### src/rtl/ld_scalar_mult_ctrl.sv
// ld_scalar_mult_ctrl: left-to-right double-and-add sequencer for Lopez-Dahab
// scalar multiplication Q = k*P. It owns the scalar scan, the Q accumulator and
// the point-at-infinity flag. All field arithmetic is delegated to an external
// point unit through a registered request / single-cycle acknowledge handshake.
module ld_scalar_mult_ctrl #(
  parameter int N = 3,
  parameter int K = 8
) (
  input  logic         clk,
  input  logic         rst_n,
  input  logic         start,
  input  logic [K-1:0] k,
  input  logic [N-1:0] Px,
  input  logic [N-1:0] Py,
  input  logic [N-1:0] Pz,
  output logic         busy,
  output logic         done,
  output logic [N-1:0] Qx,
  output logic [N-1:0] Qy,
  output logic [N-1:0] Qz,
  output logic         q_inf,
  output logic         op_req,
  output logic         op_dbl,
  output logic [N-1:0] opA_x,
  output logic [N-1:0] opA_y,
  output logic [N-1:0] opA_z,
  output logic [N-1:0] opB_x,
  output logic [N-1:0] opB_y,
  output logic [N-1:0] opB_z,
  input  logic         op_ack,
  input  logic [N-1:0] res_x,
  input  logic [N-1:0] res_y,
  input  logic [N-1:0] res_z
);

  localparam int IW = (K > 1) ? $clog2(K) : 1;
  localparam logic [IW-1:0] TOP_INDEX = IW'(K - 1);

  typedef enum logic [2:0] {
    S_IDLE,
    S_SCAN,
    S_DBL,
    S_ADD,
    S_DONE
  } state_t;

  state_t        state;
  logic [K-1:0]  kr;
  logic [N-1:0]  pr_x, pr_y, pr_z;
  logic [N-1:0]  q_x, q_y, q_z;
  logic [IW-1:0] idx;

  // Q doubles as operand A and latched P as operand B, so the operands are
  // registered and cannot move while a request is outstanding.
  assign Qx    = q_x;
  assign Qy    = q_y;
  assign Qz    = q_z;
  assign opA_x = q_x;
  assign opA_y = q_y;
  assign opA_z = q_z;
  assign opB_x = pr_x;
  assign opB_y = pr_y;
  assign opB_z = pr_z;

  // Sequencer: scalar scan, accumulator update and registered handshake outputs.
  always_ff @(posedge clk or negedge rst_n) begin
    if (!rst_n) begin
      state  <= S_IDLE;
      kr     <= '0;
      pr_x   <= '0;
      pr_y   <= '0;
      pr_z   <= '0;
      q_x    <= '0;
      q_y    <= '0;
      q_z    <= '0;
      idx    <= '0;
      q_inf  <= 1'b1;
      busy   <= 1'b0;
      done   <= 1'b0;
      op_req <= 1'b0;
      op_dbl <= 1'b0;
    end else begin
      done <= 1'b0;
      case (state)
        S_IDLE: begin
          if (start) begin
            kr    <= k;
            pr_x  <= Px;
            pr_y  <= Py;
            pr_z  <= Pz;
            idx   <= TOP_INDEX;
            q_inf <= 1'b1;
            q_x   <= '0;
            q_y   <= '0;
            q_z   <= '0;
            busy  <= 1'b1;
            state <= S_SCAN;
          end
        end

        S_SCAN: begin
          if (q_inf) begin
            // Leading zeros cost nothing: Q stays at infinity until the first
            // set bit, which loads P directly instead of doubling infinity.
            if (kr[idx]) begin
              q_x   <= pr_x;
              q_y   <= pr_y;
              q_z   <= pr_z;
              q_inf <= 1'b0;
            end
            if (idx == '0) begin
              done  <= 1'b1;
              state <= S_DONE;
            end else begin
              idx <= idx - IW'(1);
            end
          end else begin
            op_req <= 1'b1;
            op_dbl <= 1'b1;
            state  <= S_DBL;
          end
        end

        S_DBL: begin
          if (op_req && op_ack) begin
            q_x <= res_x;
            q_y <= res_y;
            q_z <= res_z;
            if (kr[idx]) begin
              // Keep the request line up and switch straight to the addition.
              op_dbl <= 1'b0;
              state  <= S_ADD;
            end else begin
              op_req <= 1'b0;
              op_dbl <= 1'b0;
              if (idx == '0) begin
                done  <= 1'b1;
                state <= S_DONE;
              end else begin
                idx   <= idx - IW'(1);
                state <= S_SCAN;
              end
            end
          end
        end

        S_ADD: begin
          if (op_req && op_ack) begin
            q_x    <= res_x;
            q_y    <= res_y;
            q_z    <= res_z;
            op_req <= 1'b0;
            if (idx == '0) begin
              done  <= 1'b1;
              state <= S_DONE;
            end else begin
              idx   <= idx - IW'(1);
              state <= S_SCAN;
            end
          end
        end

        S_DONE: begin
          busy  <= 1'b0;
          state <= S_IDLE;
        end

        default: begin
          busy   <= 1'b0;
          op_req <= 1'b0;
          op_dbl <= 1'b0;
          state  <= S_IDLE;
        end
      endcase
    end
  end

endmodule

### config.mk
export PLATFORM = sky130hd
export DESIGN_NAME = ld_scalar_mult_ctrl
export DESIGN_NICKNAME = d
export VERILOG_FILES = /design/src/rtl/ld_scalar_mult_ctrl.sv
export SDC_FILE = /design/constraint.sdc
export NUM_CORES = 1
export LEC_CHECK = 0
export CORE_UTILIZATION = 65
export DETAILED_ROUTE_END_ITERATION = 10
export DONT_BUFFER_PORTS = 1
export GPL_TIMING_DRIVEN = 0
export MAX_ROUTING_LAYER = met4
export PLACE_DENSITY_LB_ADDON = 0.2
export SKIP_CTS_REPAIR_TIMING = 1
export SYNTH_ARGS = -nofsm -noshare
export SYNTH_HDL_FRONTEND = slang
export SYNTH_SLANG_ARGS = --single-unit
### constraint.sdc
create_clock -name clk -period 5.13 [get_ports clk]
set_clock_uncertainty 0.2 [all_clocks]
set_input_delay 1.539 -clock clk [delete_from_list [all_inputs] [get_ports clk]]
set_output_delay 1.539 -clock clk [all_outputs]
set_load 0.02 [all_outputs]
==> After elaboration in Yosys (flattened, before gate mapping) <==
Cells that the tools add are included.
{ "totals": {"reg_bits": 37, "in_bits": 30, "output_inout_bits": 32, "elab_cells": 97} }
{ "classes": {"addsub": 1, "order_cmp": 1, "eq_ne": 13, "muxes": 47, "n_bitwise": 3, "n_reduce_logical": 18} }
{ "op_table": {"columns": ["operator", "count"], "rows": [
  ["$mux W3", 23],
  ["$pmux W3 S3", 3],
  ["$pmux W3 S4", 2],
  ["$ne A2 B2 Y1 const B", 7],
  ["$mux W1", 13],
  ["$reduce_and A5 Y1", 2],
  ["$eq A3 B2 Y1 const B", 2],
  ["$logic_not A3 Y1", 2],
  ["$pmux W1 S3", 2],
  ["$reduce_and A2 Y1", 3],
  ["$reduce_and A6 Y1", 1],
  ["$reduce_or A3 Y1", 2],
  ["$lt A3 B4 Y1 const B", 1],
  ["$pmux W1 S2", 2],
  ["$pmux W1 S4", 1],
  ["$reduce_and A4 Y1", 1],
  ["$reduce_bool A4 Y1", 1],
  ["$reduce_or A2 Y1", 2],
  ["$bmux W1 S3", 1],
  ["$eq A3 B1 Y1 const B", 1],
  ["$eq A3 B3 Y1 const B", 1],
  ["$ne A3 B3 Y1 const B", 1],
  ["$not A1 Y1", 3],
  ["$reduce_and A3 Y1", 1],
  ["5 further kinds", 5]
]} }

==> Logic depth before layout (Yosys ltp) <==
{ "depth": {"word_depth": 5, "ltp_mapped": 8, "depth_no_buf": 7} }

==> Least setup slack after synthesis <==
OpenSTA, ideal clock, no wires.
{ "synth_timing": {"path_kind": "input port to flip-flop", "startpoint": "input start", "endpoint": "register idx[0]", "setup_ns": 0.127, "arrival_ns": 2.475, "required_time_ns": 4.803, "setup_slack_ns": 2.328, "stages": 5, "path_buffers": 0, "cell_sequence": "mux2i_1 a211o_1 nor2_1 o31a_2 mux2_1"} }
{ "synth_between": {"elab_chain_len": 2} }
{ "synth_rtl": {"columns": ["item", "line_no", "text"], "rows": [
  ["from (decl)", "11", "input logic start,"],
  ["$ne A2 B2 Y1 (no source line)", null, null],
  ["$reduce_and A6 Y1 (no source line)", null, null],
  ["to (signal assigned)", "115", "idx <= idx - IW'(1);"],
  ["to (signal assigned)", "140", "idx <= idx - IW'(1);"],
  ["to (signal assigned)", "157", "idx <= idx - IW'(1);"],
  ["to (decl)", "51", "logic [IW-1:0] idx;"]
]} }
Every way passes these cells.
A chain may end at the register's enable or synchronous reset.

==> Worst setup path in the final report <==
{ "layout_timing": {"startpoint": "register q_y[0] (netlist: Qy[0])", "endpoint": "output opA_y[0]"} }
{ "layout_rtl": {"columns": ["item", "line_no", "text"], "rows": [
  ["from (decl)", "50", "logic [N-1:0] q_x, q_y, q_z;"],
  ["from (signal assigned)", "107", "q_y <= pr_y;"],
  ["from (signal assigned)", "127", "q_y <= res_y;"],
  ["from (signal assigned)", "150", "q_y <= res_y;"],
  ["to (decl)", "25", "output logic [N-1:0] opA_y,"]
]} }
No word-level cell between the ends.

==> impl_metrics.py <==
metrics = {
    "clock_tree": {
        "worstSkewPairLatency_ns": 0.34,
        "cts_sinks": 37,
        "cts_root_buffer": "clkbuf_4",
        "clkTransAtPathRegs_ns": 0.11,
        "clock_path_buffers": 2,
        "cts_tree": "yes",
        "cts_htree_levels": 2,
        "numCtsBuffers": 5,
    },
    "run": {
        "maxCapViolCount": 0,
    },
    "synth": {
        "avgSynthCellArea_sq_um": 11.0,
        "synth_edf_count": 0,
        "synth-async-reset-ratio_pct": 100,
        "yosysWarningCount": 0,
        "syn-num-nets": 206,
        "ys_seq_elements": 37,
        "syn_inst": 174,
        "syn_area_sq_mm": 0.00191,
        "synth-seq-area-share_pct": 48.7,
        "yosysUniqueCellTypes": 41,
        "ys.flop_type": "dfrtp_1",
    },
    "layout": {
        "fin_util_pct": 73.2,
        "largest_register": "kr",
        "nFillCells": 205,
        "nets": 213,
        "drive_above_1_share_pct": 29.1,
        "area_delta_synth_final_pct": 5.91,
        "diodes": 0,
        "multi_input_area_sq_um": 820,
        "largest_reg_flops": 8,
        "layout_common_cells": "36 x dfrtp_1, 18 x a21oi_1, 17 x mux2_2",
        "layout_commonest_cell": "dfrtp_1",
        "ff_latch_area_sq_um": 927,
        "postLayoutCellArea_sq_mm": 0.00202,
    },
    "floorplanning": {
        "ios": 62,
        "dieArea_sq_mm": 0.00315,
        "initial_utilization_pct": 69.1,
        "die_h_um": 56.1,
        "core-area_sq_mm": 0.00276,
        "row_count": 19,
        "die_w_um": 56.1,
    },
    "routing": {
        "met1_length_um": 1620,
        "post-route-drc-count": 0,
        "dr_total_vias": 1409,
        "via_per_inst": 6.62,
        "met2WireLength_um": 1840,
        "drtAntennaViolNets": 0,
        "avgRoutedWirePerCell_um": 17.9,
        "first_pass_iters": 5,
        "top_layer": "met4",
        "drt_iter0_markers": 73,
        "drt_wl_total_um": 3820,
        "dr_wl_met3_um": 292,
    },
    "critical_path": {
        "reg2reg_to": "idx[1]$_DFFE_PN0P_",
        "reg2reg_depth": 5,
        "timing.rr.start": "q_inf$_DFFE_PN1P_",
        "worstPathArrival_ns": 1.05,
        "path_cells": "buf_4",
        "worstPathRequired_ns": 3.39,
        "end_kind": "primary output",
        "cpLargestDelayFamily": "flip-flops",
        "cpPeakStageDelay_ns": 0.51,
        "worstSetupStartpointType": "flop",
        "cp_max_fo": 3,
        "rrSetupSlack_ns": 2.76,
        "crit_buf_inv": 1,
        "slowest_stage": "dfrtp_1",
        "crit_type": "reg2out",
    },
    "placed_design": {
        "place_ws_ns": 2.20,
        "gp_congestion": 0.869,
        "dp_hpwl_um": 2750,
        "port_buffers": 0,
        "place_area_sq_mm": 0.00194,
    },
    "timing": {
        "rsz0062_at_grt": "false",
        "final.setup.tns_ns": 0,
        "setup_violations": 0,
        "finalCriticalPeriod_ns": 2.79,
        "tightest_slew_ns": 0.481,
        "finalMaxSlewViolations": 0,
        "fmax_ghz": 0.358,
        "finalWorstSetupSlack_ns": 2.34,
        "final_hold_viol_count": 0,
        "finalCritPeriodShare_pct": 54.4,
        "max-slew-margin-rel_pct": 67.9,
    },
    "global_route": {
        "grt_max_degree": 38,
        "grt_usage_pct": 26.0,
        "grt.overflow.total": 0,
        "grt_pass1_vias": 1339,
        "grt_pass1_wl_um": 6020,
        "antenna_found_initial": 0,
    },
    "power": {
        "power_density_mw_per_mm2": 831,
        "leakage_nw": 0.890,
        "max-vdd-ir-drop_mv": 0.698,
    },
    "worst_hold_path": {
        "worstHoldPathCells": 1,
        "min_from": "kr[0]$_DFFE_PN0P_",
        "whs_endpoint": "kr[0]$_DFFE_PN0P_",
        "hold_path_class": "reg2reg",
    },
    "outcome": {
        "outcome": "finished, final reports clean",
    },
}
-- where the power goes --
| part | leakage, nW | internal (mW) | switching [mW] | total [mW] |
|---|---|---|---|---|
| clock network | 0.0419 | 0.0820 | 0.0960 | 0.178 |
| logic | 0.413 | 0.389 | 0.432 | 0.821 |
| registers | 0.435 | 0.442 | 0.237 | 0.679 |
-- how the worst max path moves through the flow --
| stage | start | endpoint | cells after the start |
|---|---|---|---|
| finish | Qy[0]$_DFFE_PN0P_ | opA_y[0] | 1 |
| global route | Qy[0]$_DFFE_PN0P_ | opA_y[0] | 1 |
| CTS | Qy[0]$_DFFE_PN0P_ | opA_y[0] | 1 |
| detailed placement | start | idx[1]$_DFFE_PN0P_ | 4 |
| global placement | start | idx[1]$_DFFE_PN0P_ | 4 |
| floorplan | start | idx[0]$_DFFE_PN0P_ | 5 |
-- synthesized netlist by cell type (all sizes together), types with 2 or more instances --
cell / instances / area share (%)
buf: 16 / 6.2
dfrtp: 36 / 47
inv: 7 / 1.4
a21oi: 19 / 5.2
nand4: 2 / 1.4
mux2: 19 / 11
a211o: 2 / 0.99
clkbuf: 4 / 0.79
nor3: 3 / 1.1
nand2: 4 / 0.79
nor2: 8 / 1.6
a211oi: 2 / 0.79
o31a: 2 / 1.1
a2bb2oi: 9 / 4.1
o21ai: 15 / 3.9
mux2i: 4 / 2.1
nand3: 6 / 1.6
ha: 2 / 1.3
-- metal layers --
metal / global-route usage, % / vias up
li1: - / 643
met1: 31.9 / 692
met5: - / -
met4: 9.41 / 0
met3: 9.30 / 8
met2: 40.0 / 66
-- kinds of logic after synthesis --
logic type / share of synthesized area, %
compound gates: 20.1
fa+ha+maj: 1.31
flops: 48.7
buf+inv: 8.34
simple gates: 8.08
mux: 13.5
-- metrics by stage --
| stage | power, mW | instances | hold slack (ns) |
|---|---|---|---|
| 6_report | 1.68 | 213 | 0.314 |
| 5_1_grt | 1.78 | 213 | 0.338 |
| 4_1_cts | 1.68 | 213 | 0.322 |
| 3_5_place_dp | 1.50 | 205 | 0.296 |
| 3_3_place_gp | 1.47 | 205 | 0.289 |
| 2_1_floorplan | 1.34 | 174 | 0.280 |
-- cell type report --
| class | count | share of cell area [%] |
|---|---|---|
| buffer | 20 | 6.57 |
| sequential | 37 | 45.9 |
| clock buffer | 7 | 3.22 |
| clock inverter | 1 | 0.434 |
| tap | 31 | 1.92 |
| multi-input combinational | 110 | 40.6 |
| inverter | 7 | 1.30 |
(Power assumes the default switching activity.)
